**config.mk**
```make
export PLATFORM = sky130hd
export DESIGN_NAME = rd_fwft_stage_flat
export DESIGN_NICKNAME = d
export VERILOG_FILES = /design/src/rtl/rd_fwft_stage_if.sv /design/src/rtl/rd_fwft_stage.sv /design/src/flat_wrapper.sv
export SDC_FILE = /design/constraint.sdc
export NUM_CORES = 1
export LEC_CHECK = 0
export BUFFER_PORTS_ARGS = -buffer_cell sky130_fd_sc_hd__clkbuf_2
export CAP_MARGIN = 10
export CELL_PAD_IN_SITES_DETAIL_PLACEMENT = 0
export CELL_PAD_IN_SITES_GLOBAL_PLACEMENT = 1
export CORE_AREA = 2 2 66 68
export DETAILED_ROUTE_END_ITERATION = 10
export DIE_AREA = 0 0 68 70
export PLACE_DENSITY_LB_ADDON = 0.1
export SYNTH_ARGS = -nofsm -noshare
export SYNTH_HDL_FRONTEND = slang
export SYNTH_SLANG_ARGS = --single-unit
```
**constraint.sdc**
```tcl
create_clock -name rclk -period 2.4 [get_ports rclk]
set_input_delay 0.24 -clock rclk [delete_from_list [all_inputs] [get_ports rclk]]
set_output_delay 0.24 -clock rclk [all_outputs]
set_load 0.02 [all_outputs]
```
**src/rtl/rd_fwft_stage_if.sv**
```systemverilog
// ---------------------------------------------------------------------------
// rd_fwft_stage_if
// Groups the signals between the read-pointer stage, the FWFT output stage
// and the downstream consumer.
//   rempty  : registered FIFO empty flag (read-pointer stage -> stage)
//   rinc    : pop request (stage -> read-pointer stage)
//   rdata   : memory read data, valid the cycle after a pop
//   m_valid : output word available
//   m_ready : downstream accepts the word
//   m_data  : head-of-queue word
//   m_level : buffered word count, 0..2
// The slave modport is the stage's view; master is the environment's view.
// ---------------------------------------------------------------------------
interface rd_fwft_stage_if #(
  parameter int DSIZE = 8
);
  logic             rempty;
  logic             rinc;
  logic [DSIZE-1:0] rdata;
  logic             m_valid;
  logic             m_ready;
  logic [DSIZE-1:0] m_data;
  logic [1:0]       m_level;

  modport slave (
    input  rempty, rdata, m_ready,
    output rinc, m_valid, m_data, m_level
  );

  modport master (
    output rempty, rdata, m_ready,
    input  rinc, m_valid, m_data, m_level
  );
endinterface

```
**src/rtl/rd_fwft_stage.sv**
```systemverilog
// ---------------------------------------------------------------------------
// rd_fwft_stage
// Turns a pop-request / latency-1 memory read interface into a
// first-word-fall-through valid/ready stream, using a 2-entry in-order
// buffer (head, tail) and a credit rule that never over-fills it.
// Ports:
//   rclk   : read-domain clock, all state changes on its rising edge
//   rrst_n : synchronous active-low reset
//   bus    : rd_fwft_stage_if.slave (rempty/rinc/rdata toward the FIFO,
//            m_valid/m_ready/m_data/m_level toward the consumer)
// ---------------------------------------------------------------------------
module rd_fwft_stage #(
  parameter int DSIZE = 8
) (
  input  logic           rclk,
  input  logic           rrst_n,
  rd_fwft_stage_if.slave bus
);

  logic [DSIZE-1:0] r_head;
  logic [DSIZE-1:0] r_tail;
  logic [1:0]       r_occ;
  logic             r_inflight;
  logic             r_valid;

  logic             w_deq;
  logic [1:0]       w_occ_after_deq;
  logic [1:0]       w_occ_nxt;
  logic [2:0]       w_credit;
  logic             w_rinc;

  assign w_deq           = r_valid & bus.m_ready;
  assign w_occ_after_deq = r_occ - {1'b0, w_deq};
  assign w_occ_nxt       = w_occ_after_deq + {1'b0, r_inflight};

  // Words already held plus the one on its way, minus the one leaving now.
  // A deq implies r_occ >= 1, so this never wraps below zero.
  assign w_credit = {1'b0, r_occ} + {2'b00, r_inflight} - {2'b00, w_deq};
  assign w_rinc   = rrst_n & ~bus.rempty & (w_credit < 3'd2);

  // Pop request -> in-flight word -> buffer capture
  always_ff @(posedge rclk) begin
    if (!rrst_n) begin
      r_occ      <= 2'd0;
      r_inflight <= 1'b0;
      r_valid    <= 1'b0;
      r_head     <= '0;
      r_tail     <= '0;
    end else begin
      r_occ      <= w_occ_nxt;
      r_inflight <= w_rinc;
      r_valid    <= (w_occ_nxt != 2'd0);
      // Full buffer draining: tail advances to head.
      if (w_deq && (r_occ == 2'd2)) begin
        r_head <= r_tail;
      end
      // Arriving word lands in head only if nothing older remains after
      // this cycle's deq; otherwise it queues behind in tail.
      if (r_inflight) begin
        if (w_occ_after_deq == 2'd0) begin
          r_head <= bus.rdata;
        end else begin
          r_tail <= bus.rdata;
        end
      end
    end
  end

  assign bus.rinc    = w_rinc;
  assign bus.m_valid = r_valid;
  assign bus.m_data  = r_head;
  assign bus.m_level = r_occ;

endmodule
```
**src/flat_wrapper.sv**
```systemverilog
// flat-port wrapper written by rule: the top's interface ports become plain ports
module rd_fwft_stage_flat 
#(
  parameter int DSIZE = 8
)
  (rclk, rrst_n, bus_rempty, bus_rdata, bus_m_ready, bus_rinc, bus_m_valid, bus_m_data, bus_m_level);
  rd_fwft_stage_if #(.DSIZE(DSIZE)) bus_i ();
  input  logic rclk;
  input  logic rrst_n;
  input wire logic [$bits(bus_i.rempty)-1:0] bus_rempty;
  input wire logic [$bits(bus_i.rdata)-1:0] bus_rdata;
  input wire logic [$bits(bus_i.m_ready)-1:0] bus_m_ready;
  output wire logic [$bits(bus_i.rinc)-1:0] bus_rinc;
  output wire logic [$bits(bus_i.m_valid)-1:0] bus_m_valid;
  output wire logic [$bits(bus_i.m_data)-1:0] bus_m_data;
  output wire logic [$bits(bus_i.m_level)-1:0] bus_m_level;
  assign bus_i.rempty = bus_rempty;
  assign bus_i.rdata = bus_rdata;
  assign bus_i.m_ready = bus_m_ready;
  assign bus_rinc = bus_i.rinc;
  assign bus_m_valid = bus_i.m_valid;
  assign bus_m_data = bus_i.m_data;
  assign bus_m_level = bus_i.m_level;
  rd_fwft_stage #(.DSIZE(DSIZE)) u_core (.rclk(rclk), .rrst_n(rrst_n), .bus(bus_i));
endmodule
```
; ---- Word level (Yosys, flattened, before mapping)
; Index checks and enable logic that the tools add are counted.
[word_totals]
ramBits = 0
inputBits = 12
output_inout_bits = 12
latch_bits = 0
elab_cells = 23
regBits = 20
memories = 0
rom_bits = 0
[classes]
eq_ne = 1
magnitude_cmp = 1
shift = 0
n_mul = 0
mux = 3
n_reduce_logical = 4
addsub = 4
bitwise_logic = 5
div_mod_pow = 0
[ops]
columns = cell, count
row1 = $mux W8, 3
row2 = $add A2 B1 Y3, 1
row3 = $and A1 B1 Y1, 3
row4 = $lt A3 B2 Y1 const B, 1
row5 = $sub A3 B1 Y3, 1
row6 = $add A2 B1 Y2, 1
row7 = $eq A2 B2 Y1 const B, 1
row8 = $logic_not A2 Y1, 1
row9 = $not A1 Y1, 2
row10 = $reduce_and A2 Y1, 1
row11 = $reduce_bool A2 Y1, 1
row12 = $sub A2 B1 Y2, 1
row13 = $logic_and A1 B1 Y1, 1

; ---- Depth between registers and ports, before layout
[logic_depth]
ltp_word = 5
mapped_depth = 9
ltp_nobuf = 8

; ---- Worst setup path before layout
; Ideal clock, no wire load.
[synth_timing]
path_kind = register to output
start = register u_core.r_valid (netlist: u_core.bus.m_valid)
end = output bus_rinc
arrival_time_ps = 2167
slack_ps = -7
path_stages_with_launch = 10
required_ps = 2160
n_path_buf = 1
path_cell_list = dfxtp_1 -> nand3b_1 -> inv_2 -> buf_2 -> or2_1 -> ha_1 -> inv_1 -> fa_1 -> xor2_1 -> nor3_1
[synth_via]
elab_chain_cells = 4
[synth_rtl]
columns = item, line
row1 = from (decl), rd_fwft_stage.sv:24  ; logic r_valid;
row2 = from (signal assigned), rd_fwft_stage.sv:52  ; r_valid <= (w_occ_nxt != 2'd0);
row3 = $and A1 B1 Y1, rd_fwft_stage.sv:32  ; assign w_deq = r_valid & bus.m_ready;
row4 = $sub A3 B1 Y3, rd_fwft_stage.sv:38  ; assign w_credit = {1'b0, r_occ} + {2'b00, r_inflight} - {2'b00, w_deq};
row5 = $lt A3 B2 Y1, rd_fwft_stage.sv:39  ; assign w_rinc = rrst_n & ~bus.rempty & (w_credit < 3'd2);
row6 = $and A1 B1 Y1, rd_fwft_stage.sv:39
row7 = to (decl), flat_wrapper.sv:13  ; output wire logic [$bits(bus_i.rinc)-1:0] bus_rinc;
; No other way between the ends.

; ---- Worst setup path after layout
[layout_timing]
start = register u_core.r_occ[0] (netlist: u_core.bus.m_level[0])
end = output bus_rinc
[layout_via]
elab_chain_cells = 4
[layout_rtl]
columns = item, line
row1 = from (decl), rd_fwft_stage.sv:22  ; logic [1:0] r_occ;
row2 = from (signal assigned), rd_fwft_stage.sv:50  ; r_occ <= w_occ_nxt;
row3 = $add A2 B1 Y3, rd_fwft_stage.sv:38
row4 = $sub A3 B1 Y3, rd_fwft_stage.sv:38
row5 = $lt A3 B2 Y1, rd_fwft_stage.sv:39
row6 = $and A1 B1 Y1, rd_fwft_stage.sv:39
; No other way between the ends.

==> impl_metrics.csv <==
group,metric,value,unit
die,die-height,70,um
cts,cts-htree-levels,1,
yosys,synth.largest_area_cell,"dfxtp_1",
cts,numClockSinks,20,
die,io_pins,24,
sta,max_clock_freq,0.443,GHz
yosys,synth_top_cells_by_area,"dfxtp_1 41%, mux2i_1 16%, a21oi_2 7.2%",
cts,clock_path_buffers,2,
critical_path,critPathRequiredTime,2.16,ns
sta,max_slew.worst_pin.slew,0.594,ns
worst_hold_path,holdCritPathClass,"in -> reg",
yosys,yosys_warnings,0,
critical_path,cpPeakStageDelay,0.37,ns
global_route,grt.overflow.total,0,
critical_path,worst_path_max_delay_cell,"fa_1",
critical_path,worstSetupStartpointType,"flip-flop",
job,cap_viol_max_count,0,
sta,setup-violations-final,0,
critical_path,ff2ff_path_depth,6,
finish,layout.core_utilization,28.9,%
die,initial_utilization,23.4,%
placed_design,last_weighted_congestion_value_of_the_routability_driven_placer,0.695,
outcome,outcome,"completed",
yosys,synthMuxAreaShare,16.5,%
global_route,vias_in_the_first_global_route,785,
cts,tritoncts,"yes",
yosys,synth_nets,112,
power,power.static_leakage,0.000529,uW
critical_path,worst-endpoint-arrival,2.02,ns
yosys,syn_inst,97,
detailed_routing,drt_wl_total,2270,um
power,powerDensity,1090,nW/um^2
critical_path,crit_buf_inv,3,
yosys,synth-simple-area-share,13.1,%
sta,final.min_clock_period,2.26,ns
die,fp-row-count,24,
critical_path,critical_path_class,"reg -> out",
finish,syn_to_final_growth,23.5,%
cts,number_of_buffers_created_by_cts,3,
finish,n_antenna_cell,0,
cts,clkSlewWorstSetupHoldPaths,0.08,ns
global_route,grt_pass1_wl,3770,um
yosys,synth_adder_area_share,4.64,%
global_route,maximum_number_of_pins_on_one_net_before_global_route_repair,28,
yosys,synth-compound-area-share,16.1,%
detailed_routing,route.antenna.remaining_nets,0,
sta,totalNegativeSetupSlack,0,ns
critical_path,end_kind,"primary output",
detailed_routing,detailroute.via_count,758,
detailed_routing,1st_pass_router_iterations,3,
yosys,synthArstFlopShare,0,%
yosys,xor_and_xnor_fraction_of_the_mapped_netlist_area,0.902,%
critical_path,cp_max_fo,4,
cts,clockRootBuffer,"clkbuf_8",
yosys,synth_top_family_by_area,"multiplexers",
die,core_region_area,4140,um^2
die,die_width,68,um
yosys,syn-cell-area,971,um^2
yosys,synth.distinct_cells,24,
critical_path,timing.critical_path.cells,"nand3b_1 -> inv_4 -> or2_1 -> ha_1 -> inv_1 -> fa_1 -> xor2_1 -> nor3_2 -> buf_4",
detailed_routing,post-route-drc-count,0,
worst_hold_path,hold_depth,2,
detailed_routing,drt_iter0_markers,7,
critical_path,timing.critical_path.max_delay_family,"adder cells",
global_route,grt_use_total,10.5,%
global_route,antenna_found_initial,0,
placed_design,detailedPlacementHpwl,1570,um
die,die_area,4760,um^2
cts,clock_latency,0.26,ns
finish,final_layout_size_suffix_gt1_share,37.5,%
yosys,post-synth-top-count-cell,"dfxtp_1",
yosys,avgSynthCellArea,10.0,um^2
sta,timing_hold_violations_final,0,
yosys,synth_seq_cells,20,
cts,cts_hold_buffers,0,
power,vdd.ir_drop.worst,0.405,mV
sta,grt_setup_unrepaired,"false",
yosys,synth_top_cells_by_count,"20 x dfxtp_1, 17 x nand2_1, 16 x mux2i_1, 8 x a21oi_2, 8 x o41ai_1",
sta,post-route-period-util,94.0,%
placed_design,port-buffer-count,23,
yosys,proportion_of_netlist_area_held_by_the_largest_area_contributor,41.2,%
yosys,yosys_most_used_dff,"dfxtp_1",
finish,nNetsFinal,136,
sta,maxSlewViolCount,0,
critical_path,worst-path-stages,9,
yosys,synth-edff-count,0,
detailed_routing,vias_per_cell,4.41,
yosys,seq_total_area_yosys,41.2,%
detailed_routing,post_drt_wl_per_cell,13.2,um
sta,setup_skew_after_layout,0.00261,ns
sta,maxSlewHeadroom,60.4,%
layout make-up:
class,instances,area [um^2]
fill,458,2950
multi-input combinational,65,507
sequential,20,403
timing repair buffer,28,155
tap,52,65.1
clock buffer,4,55.1
inverter,3,13.8
cells by family (layout without fill, tap and decap cells):
kind of cell,Yosys count,count (layout)
multiplexers,16,16
buffers and inverters,12,35
AND/OR/NAND/NOR,27,27
adder cells (fa/ha/maj),3,3
AO/OA/AOI/OAI,18,18
flip-flops,20,20
XOR/XNOR,1,1
path summary, 6_finish.rpt:
kind | startpoint | slack [ns] | endpoint
hold / removal | bus_rempty | 0.18 | u_core.r_inflight
hold reg to reg | u_core.r_tail[4] | 0.46 | u_core.r_tail[4]
setup reg to reg | u_core.bus.m_level[0] | 0.48 | u_core.bus.m_data[3]
setup / recovery | u_core.bus.m_level[0] | 0.14 | bus_rinc
where the power goes:
part	internal [uW]	switching, uW
Clock	146	113
Sequential	430	64.7
Combinational	221	330
metal layers:
metal  track usage [%]  part of all wire [%]  vias to the layer above
met4              2.00                  0.75                        0
met2              17.3                    48                       17
met5                 0                     0                        -
met3              3.86                   6.3                        2
met1              13.1                    45                      352
li1                  -                     -                      387
layout by cell type (no fill, tap or decap), types with 2 or more instances in the layout:
| cell type | n |
|---|---|
| mux2i_1 | 16 |
| inv_1 | 2 |
| dfxtp_2 | 2 |
| clkbuf_2 | 22 |
| dfxtp_1 | 18 |
| nand2_1 | 17 |
| buf_4 | 6 |
| o41ai_1 | 8 |
| ha_1 | 2 |
| or2_1 | 2 |
| clkbuf_8 | 4 |
| a21oi_2 | 8 |
state kept, by name, summed over array words and instances (netlist names):
signal and flops:
u_core.r_inflight 1, u_core.bus.m_data 8, u_core.r_tail 8, u_core.bus.m_level 2, u_core.bus.m_valid 1
metrics by stage:
step | hold WS [ns] | setup WS (ns) | area (um^2) | instances | power [uW]
3_5_place_dp | 0.446 | 0.219 | 1120 | 166 | 1040
2_1_floorplan | 0.319 | 0.153 | 976 | 97 | 904
5_1_grt | 0.182 | 0.00994 | 1200 | 172 | 1400
4_1_cts | 0.172 | 0.0782 | 1180 | 171 | 1310
3_3_place_gp | 0.445 | 0.302 | 1120 | 166 | 1030
6_report | 0.179 | 0.145 | 1200 | 172 | 1310
timing repair:
item,CTS,global route
pin swaps,0,1
buffers inserted,1,1
endpoints found under the setup margin,1,1
resized for setup,1,5
Power figures use the tool's default switching activity.
